### src/rtl/ysyx_22040386_mdu_pkg.sv
// Shared constants, FSM encoding and helpers for the RV64M multiply/divide unit.
package ysyx_22040386_mdu_pkg;

  localparam logic [2:0] MDU_MUL    = 3'b000;
  localparam logic [2:0] MDU_MULH   = 3'b001;
  localparam logic [2:0] MDU_MULHSU = 3'b010;
  localparam logic [2:0] MDU_MULHU  = 3'b011;
  localparam logic [2:0] MDU_DIV    = 3'b100;
  localparam logic [2:0] MDU_DIVU   = 3'b101;
  localparam logic [2:0] MDU_REM    = 3'b110;
  localparam logic [2:0] MDU_REMU   = 3'b111;

  typedef enum logic [2:0] {
    S_IDLE,
    S_PREP,
    S_CALC,
    S_FIX,
    S_DONE
  } mdu_state_e;

  // Widest supported XLEN; callers truncate to their own XLEN.
  function automatic logic [63:0] sext32(input logic [31:0] x);
    return {{32{x[31]}}, x};
  endfunction

endpackage

### src/rtl/ysyx_22040386_div_step.sv
// One restoring-division step: shift in the next dividend bit, trial-subtract the divisor.
module ysyx_22040386_div_step #(
  parameter int XLEN = 64
) (
  input  logic [XLEN-1:0] rem_i,
  input  logic [XLEN-1:0] dvs_i,
  input  logic            bit_i,
  output logic [XLEN-1:0] rem_o,
  output logic            q_o
);

  logic [XLEN:0] sh;
  logic [XLEN:0] diff;

  assign sh   = {rem_i, bit_i};
  assign diff = sh - {1'b0, dvs_i};
  // rem_i < dvs_i keeps sh below 2*dvs_i, so the MSB of diff is exactly the borrow.
  assign q_o   = ~diff[XLEN];
  assign rem_o = q_o ? diff[XLEN-1:0] : sh[XLEN-1:0];

endmodule

### src/rtl/ysyx_22040386_mdu.sv
// Multi-cycle RV64M multiply/divide unit: shift-add multiplier, restoring divider, valid/ready on both sides.
module ysyx_22040386_mdu
  import ysyx_22040386_mdu_pkg::*;
#(
  parameter int XLEN     = 64,
  parameter int MUL_BITS = 2
) (
  input  logic            clk,
  input  logic            rst_n,
  input  logic            flush,
  input  logic            in_valid,
  output logic            in_ready,
  input  logic [2:0]      funct3,
  input  logic            word_op,
  input  logic [XLEN-1:0] src1,
  input  logic [XLEN-1:0] src2,
  output logic            out_valid,
  input  logic            out_ready,
  output logic [XLEN-1:0] result
);

  localparam int CW = 7;
  localparam int PW = 2 * XLEN;

  mdu_state_e      state_q, state_d;
  logic [2:0]      f3_q, f3_d;
  logic            wop_q, wop_d;
  logic [XLEN-1:0] a_q, a_d, b_q, b_d;
  logic [PW-1:0]   acc_q, acc_d, mcand_q, mcand_d;
  logic [XLEN-1:0] mplier_q, mplier_d;
  logic [XLEN-1:0] rem_q, rem_d, quot_q, quot_d, dvs_q, dvs_d;
  logic            neg_q, neg_d, rneg_q, rneg_d, byp_q, byp_d;
  logic [CW-1:0]   cnt_q, cnt_d;
  logic [XLEN-1:0] result_q, result_d;

  // Operand decode, evaluated from the latched request while in PREP.
  logic            is_div, s1_signed, s2_signed, a_neg, b_neg, div_zero, div_ovf;
  logic [31:0]     a_n32, b_n32;
  logic [XLEN-1:0] a_abs, b_abs, a_w;

  assign is_div    = f3_q[2];
  assign s1_signed = (f3_q == MDU_MULH) || (f3_q == MDU_MULHSU) ||
                     (f3_q == MDU_DIV)  || (f3_q == MDU_REM);
  assign s2_signed = (f3_q == MDU_MULH) || (f3_q == MDU_DIV) || (f3_q == MDU_REM);
  assign a_neg     = s1_signed & (wop_q ? a_q[31] : a_q[XLEN-1]);
  assign b_neg     = s2_signed & (wop_q ? b_q[31] : b_q[XLEN-1]);
  assign a_n32     = -a_q[31:0];
  assign b_n32     = -b_q[31:0];
  assign a_abs     = wop_q ? XLEN'(a_neg ? a_n32 : a_q[31:0]) : (a_neg ? -a_q : a_q);
  assign b_abs     = wop_q ? XLEN'(b_neg ? b_n32 : b_q[31:0]) : (b_neg ? -b_q : b_q);
  assign a_w       = wop_q ? XLEN'(sext32(a_q[31:0])) : a_q;
  assign div_zero  = wop_q ? (b_q[31:0] == 32'h0) : (b_q == '0);
  assign div_ovf   = is_div & s1_signed &
                     (wop_q ? (a_q[31:0] == 32'h8000_0000 && b_q[31:0] == 32'hFFFF_FFFF)
                            : (a_q == {1'b1, {(XLEN-1){1'b0}}} && b_q == '1));

  // Multiplier step: MUL_BITS shifted copies of the multiplicand per cycle.
  logic [PW-1:0] pp;
  always_comb begin
    pp = '0;
    for (int j = 0; j < MUL_BITS; j++)
      if (mplier_q[j]) pp = pp + (mcand_q << j);
  end

  logic [XLEN-1:0] step_rem;
  logic            step_q;

  ysyx_22040386_div_step #(.XLEN(XLEN)) u_div_step (
    .rem_i (rem_q),
    .dvs_i (dvs_q),
    .bit_i (quot_q[XLEN-1]),
    .rem_o (step_rem),
    .q_o   (step_q)
  );

  // Sign fix-up and field select.
  logic [PW-1:0]   prod;
  logic [XLEN-1:0] q_s, r_s, sel, fix_res;

  always_comb begin
    prod = neg_q ? -acc_q : acc_q;
    q_s  = neg_q ? -quot_q : quot_q;
    r_s  = rneg_q ? -rem_q : rem_q;
    if (byp_q)       sel = quot_q;
    else if (is_div) sel = f3_q[1] ? r_s : q_s;
    else             sel = (f3_q == MDU_MUL) ? prod[XLEN-1:0] : prod[PW-1:XLEN];
    fix_res = wop_q ? XLEN'(sext32(sel[31:0])) : sel;
  end

  always_comb begin
    state_d  = state_q;
    f3_d     = f3_q;
    wop_d    = wop_q;
    a_d      = a_q;
    b_d      = b_q;
    acc_d    = acc_q;
    mcand_d  = mcand_q;
    mplier_d = mplier_q;
    rem_d    = rem_q;
    quot_d   = quot_q;
    dvs_d    = dvs_q;
    neg_d    = neg_q;
    rneg_d   = rneg_q;
    byp_d    = byp_q;
    cnt_d    = cnt_q;
    result_d = result_q;
    unique case (state_q)
      S_IDLE: begin
        if (in_valid) begin
          state_d = S_PREP;
          // Word-sized high multiplies collapse to MULW.
          f3_d  = (word_op && (funct3 == MDU_MULH || funct3 == MDU_MULHSU ||
                               funct3 == MDU_MULHU)) ? MDU_MUL : funct3;
          wop_d = word_op;
          a_d   = src1;
          b_d   = src2;
        end
      end
      S_PREP: begin
        neg_d  = a_neg ^ b_neg;
        rneg_d = a_neg;
        byp_d  = 1'b0;
        acc_d  = '0;
        if (is_div && (div_zero || div_ovf)) begin
          // Preloaded result rides through FIX so every op leaves via the same register.
          byp_d   = 1'b1;
          quot_d  = f3_q[1] ? (div_zero ? a_w : '0) : (div_zero ? '1 : a_w);
          state_d = S_FIX;
        end else if (is_div) begin
          rem_d   = '0;
          dvs_d   = b_abs;
          quot_d  = wop_q ? (a_abs << (XLEN - 32)) : a_abs;
          cnt_d   = wop_q ? CW'(32) : CW'(XLEN);
          state_d = S_CALC;
        end else begin
          mcand_d  = PW'(a_abs);
          mplier_d = b_abs;
          cnt_d    = wop_q ? CW'(32 / MUL_BITS) : CW'(XLEN / MUL_BITS);
          state_d  = S_CALC;
        end
      end
      S_CALC: begin
        cnt_d = cnt_q - CW'(1);
        if (is_div) begin
          rem_d  = step_rem;
          quot_d = {quot_q[XLEN-2:0], step_q};
        end else begin
          acc_d    = acc_q + pp;
          mcand_d  = mcand_q << MUL_BITS;
          mplier_d = mplier_q >> MUL_BITS;
        end
        if (cnt_q == CW'(1)) state_d = S_FIX;
      end
      S_FIX: begin
        result_d = fix_res;
        state_d  = S_DONE;
      end
      S_DONE: begin
        if (out_ready) state_d = S_IDLE;
      end
      default: state_d = S_IDLE;
    endcase
    if (flush) state_d = S_IDLE;
  end

  always_ff @(posedge clk or negedge rst_n) begin
    if (!rst_n) begin
      state_q  <= S_IDLE;
      f3_q     <= '0;
      wop_q    <= 1'b0;
      a_q      <= '0;
      b_q      <= '0;
      acc_q    <= '0;
      mcand_q  <= '0;
      mplier_q <= '0;
      rem_q    <= '0;
      quot_q   <= '0;
      dvs_q    <= '0;
      neg_q    <= 1'b0;
      rneg_q   <= 1'b0;
      byp_q    <= 1'b0;
      cnt_q    <= '0;
      result_q <= '0;
    end else begin
      state_q  <= state_d;
      f3_q     <= f3_d;
      wop_q    <= wop_d;
      a_q      <= a_d;
      b_q      <= b_d;
      acc_q    <= acc_d;
      mcand_q  <= mcand_d;
      mplier_q <= mplier_d;
      rem_q    <= rem_d;
      quot_q   <= quot_d;
      dvs_q    <= dvs_d;
      neg_q    <= neg_d;
      rneg_q   <= rneg_d;
      byp_q    <= byp_d;
      cnt_q    <= cnt_d;
      result_q <= result_d;
    end
  end

  assign in_ready  = (state_q == S_IDLE);
  assign out_valid = (state_q == S_DONE);
  assign result    = result_q;

endmodule

### config.mk
export PLATFORM = sky130hd
export DESIGN_NAME = ysyx_22040386_mdu
export DESIGN_NICKNAME = d
export VERILOG_FILES = /design/src/rtl/ysyx_22040386_mdu_pkg.sv /design/src/rtl/ysyx_22040386_div_step.sv /design/src/rtl/ysyx_22040386_mdu.sv
export SDC_FILE = /design/constraint.sdc
export NUM_CORES = 2
export LEC_CHECK = 0
export ABC_AREA = 0
export BUFFER_PORTS_ARGS = -buffer_cell sky130_fd_sc_hd__buf_2
export CORE_UTILIZATION = 56
export DETAILED_ROUTE_END_ITERATION = 7
export PLACE_DENSITY = 0.73
export SETUP_SLACK_MARGIN = 0.5
export SYNTH_ARGS = -nofsm -noshare
export SYNTH_HDL_FRONTEND = slang
export SYNTH_SLANG_ARGS = --single-unit
### constraint.sdc
create_clock -name clk -period 11.3 [get_ports clk]
set_input_delay 0.565 -clock clk [delete_from_list [all_inputs] [get_ports clk]]
set_output_delay 0.565 -clock clk [all_outputs]
set_load 0.02 [all_outputs]
; ---- Yosys cells after proc, flatten, opt, wreduce, memory -nomap -nowiden
; Cells that the tools add are included.
[op_classes]
n_addsub = 11
mul = 0
div_mod_pow = 0
n_lt_le_gt_ge = 0
n_eq_ne = 25
n_shift = 0
n_mux = 57
bitwise_logic = 7
reduce_logical = 25
[op_table]
columns = op, count
row1 = $mux 64, 26
row2 = $mux 128, 7
row3 = $pmux 128 s2, 2
row4 = $pmux 64 s2, 3
row5 = $add 128x128->128, 2
row6 = $neg 64->64, 4
row7 = $eq 64x64->1 const B, 2
row8 = $neg 128->128, 1
row9 = $sub 65x64->65, 1
row10 = $eq 32x32->1 const B, 2
row11 = $logic_not 64->1, 1
row12 = $mux 32, 2
row13 = $neg 32->32, 2
row14 = $logic_not 32->1, 1
row15 = $mux 7, 3
row16 = $eq 3x2->1 const B, 5
row17 = $mux 3, 5
row18 = $pmux 3 s5, 1
row19 = $pmux 7 s2, 1
row20 = $ne 2x2->1 const B, 5
row21 = $eq 3x1->1 const B, 3
row22 = $eq 3x3->1 const B, 3
row23 = $ne 3x3->1 const B, 3
row24 = $reduce_and 3->1, 3
row25 = 14 further kinds, 37
[word_totals]
reg_bits = 721
latch_bits = 0
ram_bits = 0
mem_bits_ro = 0
in_bits = 137
elab_cells = 141
n_memories = 0

; ---- Logic depth before layout (Yosys ltp)
[logic_depth]
ltp_word = 11
mapped_depth = 45
depth_no_buf = 34

; ---- Hierarchy
; From an unflattened synthesis, not the netlist that was laid out.
[hier_totals]
hier_cells = 8293
area_unflattened_um2 = 64575.7
[modules_own_cells]
columns = mod, instances, cells_each, area_each_um2, seq_area_each_um2
row1 = ysyx_22040386_mdu, 1, 7566, 59478.3, 18042.3
row2 = ysyx_22040386_div_step, 1, 727, 5097.4, 0.0

; ---- Worst setup path before layout
; OpenSTA, ideal clock, no wires.
[synth_path]
kind = register to register
start = reg mplier_q[0]
end = reg acc_q[103]
setup_ns = 0.133
arrival_ns = 9.142
required_time_ns = 11.167
setup_slack_ns = 2.025
path_stages_with_launch = 42
path_buffers = 12
cell_sequence = dfrtp_1 buf_2 clkbuf_1 buf_2 buf_1 clkbuf_1 clkbuf_1 clkbuf_1 clkbuf_1 clkbuf_1 clkbuf_1 clkbuf_1 nand2_1 inv_1 ha_1 a21oi_1 o21ai_0 o21ai_0 [... 6 more ...] o21ai_0 xor2_1 nand2_1 xor2_1 ha_1 clkbuf_1 nand2_1 or3_1 or4_1 or3_1 o32ai_1 a21boi_0 o21ai_0 a21boi_0 o21a_1 o21ai_0 xnor2_1 o21ai_0
[synth_via]
elab_chain_cells = 6
[synth_lines]
columns = item, line_no
row1 = from (decl), ysyx_22040386_mdu.sv:30  ; logic [XLEN-1:0] mplier_q, mplier_d;
row2 = from (signal assigned), ysyx_22040386_mdu.sv:192  ; mplier_q <= mplier_d;
row3 = $mux 128 *, ysyx_22040386_mdu.sv:62  ; if (mplier_q[j]) pp = pp + (mcand_q << j);
row4 = $add 128x128->128, ysyx_22040386_mdu.sv:62
row5 = $mux 128 *, ysyx_22040386_mdu.sv:62
row6 = $add 128x128->128 *, ysyx_22040386_mdu.sv:148  ; acc_d = acc_q + pp;
row7 = $mux 128 *, ysyx_22040386_mdu.sv:144  ; if (is_div) begin
row8 = $pmux 128 s2 *, ysyx_22040386_mdu.sv:107  ; unique case (state_q)
row9 = to (signal assigned), ysyx_22040386_mdu.sv:173  ; acc_q <= '0;
row10 = to (signal assigned), ysyx_22040386_mdu.sv:190  ; acc_q <= acc_d;
row11 = to (decl), ysyx_22040386_mdu.sv:29  ; logic [PW-1:0] acc_q, acc_d, mcand_q, mcand_d;
; Mark *: on every way between the ends. The rest lies on a longest branch, timed or not. The select of a mux whose other input is x is not followed.
; A chain may end at the register's enable or synchronous reset.

; ---- Worst setup path in the final report
; Ends and elaborated chain as after synthesis.

==> impl_metrics.json <==
{
  "cpPeakStageDelay_ns": 1.16,
  "layout.nets": 8636,
  "dp_cells": 9638,
  "period_share_pct": 84.4,
  "worstPathMaxFanout": 238,
  "synthCells": 8492,
  "synth_edf_count": 0,
  "start_kind": "flop",
  "synthXorXnorAreaFrac_pct": 9.72,
  "yosysWarnings": 0,
  "clk_pin_slew_worst_paths_ns": 0.07,
  "clock-sinks": 721,
  "cts.repair.resized": 0,
  "cts_max_level": 3,
  "clock-root-buffer": "clkbuf_16",
  "worstHoldPathType": "primary input to flop",
  "synth_top_family_by_area": "compound AO/OA/AOI/OAI gates",
  "ant_nets": 0,
  "hold_viol_final": 0,
  "syn2layout_area_growth_pct": 7.01,
  "syn_avg_cell_area_um2": 7.61,
  "die-area_um2": 117000,
  "min_period_ns": 9.54,
  "worst_pin_slew_ns": 1.44,
  "post-place-ws_ns": 2.26,
  "initial_core_util_pct": 56.5,
  "grt_max_degree": 239,
  "path_cells": "buf_12, a32oi_1, nor4_1, or3b_2, o21ai_0, and2_1, o21bai_1, a21boi_0, o21bai_1, xor2_1, nand2_1, xor2_1, ha_1, nand4_1, or3_1, or4_1, o32ai_1, a21boi_0, o21ai_0, a21boi_0, o21a_1, o21ai_0, xnor2_1, o21ai_0",
  "cts_tree": "built",
  "hold_ws_ns": 0.0478,
  "post_cts_buffers": 0,
  "arrival_ns": 10.08,
  "timing.fmax_mhz": 105,
  "drt_wl_total_um": 248000,
  "postPlaceCellArea_um2": 65900,
  "yosys.area_share.simple_pct": 20.8,
  "core_area_um2": 114000,
  "layout_commonest_cell": "nand2_1",
  "power_mw": 23.2,
  "die_w_um": 342,
  "drt_iter0_drc": 8687,
  "ir_worst_vdd_uv": 235,
  "async_reset_ff_share_pct": 100,
  "wl_per_cell_um": 25.3,
  "required_ns": 11.85,
  "vias": 64900,
  "io_buffers": 202,
  "cp-end-kind": "flop",
  "ys_seq_area_share_pct": 27.9,
  "critPathMostFrequentCell": "o21ai_0",
  "outcome": "completed",
  "slew_headroom_pct": 3.53,
  "grt_pass1_vias": 58400,
  "p_leak_nw": 29.7,
  "path_class": "flop to flop",
  "drc": 0,
  "final_cell_mix": "nand2_1, a21oi_1, o21ai_0, nor2_1, dfrtp_1",
  "layout-drive-gt1-share_pct": 8.76,
  "fin_ws_ns": 1.76,
  "synth_compound_area_share_pct": 26.6,
  "rsz0062_at_grt": "no",
  "design_area_um2": 69100,
  "fin_util_pct": 60.4,
  "cts_buffers": 86,
  "syn-cell-area_um2": 64600,
  "powerDensity_nw_per_um2": 336,
  "synthMuxAreaShare_pct": 3.87,
  "grtUsageTotal_pct": 41.1,
  "final-max-slew-violation-count": 0,
  "place_hpwl_um": 190000,
  "num_rows": 124,
  "vias_per_cell": 6.62,
  "fp.dieH_um": 342,
  "clk_path_buf_depth": 3,
  "io_pins": 203,
  "setup_viol_count_final": 0,
  "syn-num-nets": 8913,
  "skew_ns": 0.0801,
  "antenna_found_initial": 12,
  "synth-main-ff-cell": "dfrtp_1",
  "firstDrtPassIters": 8,
  "fin_tns_setup_ns": 0,
  "maxCapViolCount": 0,
  "synthAdderAreaFrac_pct": 6.05,
  "ys_types": 90,
  "critPathSlowestCell": "o32ai_1",
  "finalWeightedCongestion": 1.03,
  "clk_latency_ns": 0.73,
  "grt-ovfl-total": 0,
  "final_cells": 9805,
  "grt_pass1_wl_um": 369000,
  "ys_ff_latch": 721
}
==> Yosys cell counts (69+ instances only) <==
master	number	area [um^2]
inv_1	209	785
and2_1	101	632
o21ai_0	825	4130
a21oi_1	870	4350
a22o_1	84	736
clkbuf_1	581	2180
dfrtp_1	721	18000
a211oi_1	89	668
nor4_1	70	438
nand3_1	191	956
or3_1	105	657
nand2_1	1018	3820
mux2_2	199	2240
o21bai_1	70	526
nor3_1	152	761
xnor2_1	389	3410
nor2_1	724	2720
a31oi_1	85	532
nand4_1	130	813
nor2b_1	69	432
xor2_1	325	2850
o31ai_1	122	916
ha_1	281	3520
a21o_1	205	1540
==> critical path, delay by kind of cell, from the launching register on <==
| family | cells | cell delay (ns) |
|---|---|---|
| xor gates and xnor gates | 3 | 0.50 |
| adders and majority gates | 1 | 0.43 |
| DFF | 1 | 0.79 |
| buffers and inverters | 1 | 0.67 |
| and+or+nand+nor | 7 | 2.42 |
| AOI/OAI and AO/OA | 12 | 4.30 |
==> final timing paths <==
path / startpoint / to / slack (ns) / depth (start not counted)
worst max-delay path: mplier_q[0] / acc_q[103] / 1.76 / 24
worst min-delay path: src1[39] / a_q[39] / 0.05 / 3
worst max register to register: mplier_q[0] / acc_q[103] / 1.76 / 24
worst min register to register: result[3] / result[3] / 0.48 / 2
max in group asynchronous: rst_n / acc_q[75] / 8.66 / 4
min in group asynchronous: rst_n / dvs_q[15] / 0.38 / 2
==> flip-flops by register name (all words and copies together), names as in the netlist, 3 cells and up <==
signal,flops
mplier_q,64
f3_q,3
b_q,64
acc_q,128
dvs_q,64
result,64
quot_q,64
rem_q,64
cnt_q,7
a_q,64
mcand_q,128
state_q,3
==> layout make-up <==
type | count | area [um^2]
fill | 10500 | 45200
multi-input combinational | 6911 | 43400
sequential | 721 | 18100
clock buffer | 111 | 2400
tap | 1512 | 1890
timing repair buffer | 284 | 1690
clock inverter | 49 | 837
inverter | 211 | 792
antenna | 6 | 15.0
==> what timing repair did <==
action                     in CTS  in global routing
hold buffers                    1                  0
hold endpoints to repair       84                  0
setup endpoints to repair       0                  0
==> metal layers <==
layer / track usage, % / up-vias / routed length, um
li1: - / 30000 / -
met1: 60.4 / 31100 / 108000
met2: 58.1 / 3348 / 101000
met3: 9.31 / 434 / 27700
met4: 15.7 / 4 / 10700
met5: 0 / - / 33
==> cells by family (layout without fill, tap and decap cells) <==
logic type / after synthesis / after routing
xor+xnor: 715 / 715
simple gates: 2855 / 2855
compound gates: 2799 / 2799
mux: 225 / 225
flops: 721 / 721
fa+ha+maj: 317 / 317
other cells: 0 / 6
buf+inv: 860 / 655
==> power by group <==
group / internal (mW) / total (mW) / switching (mW)
clock network: 1.87 / 3.15 / 1.28
logic: 4.97 / 14.5 / 9.58
registers: 3.50 / 5.49 / 1.98
(Power assumes the default switching activity.)
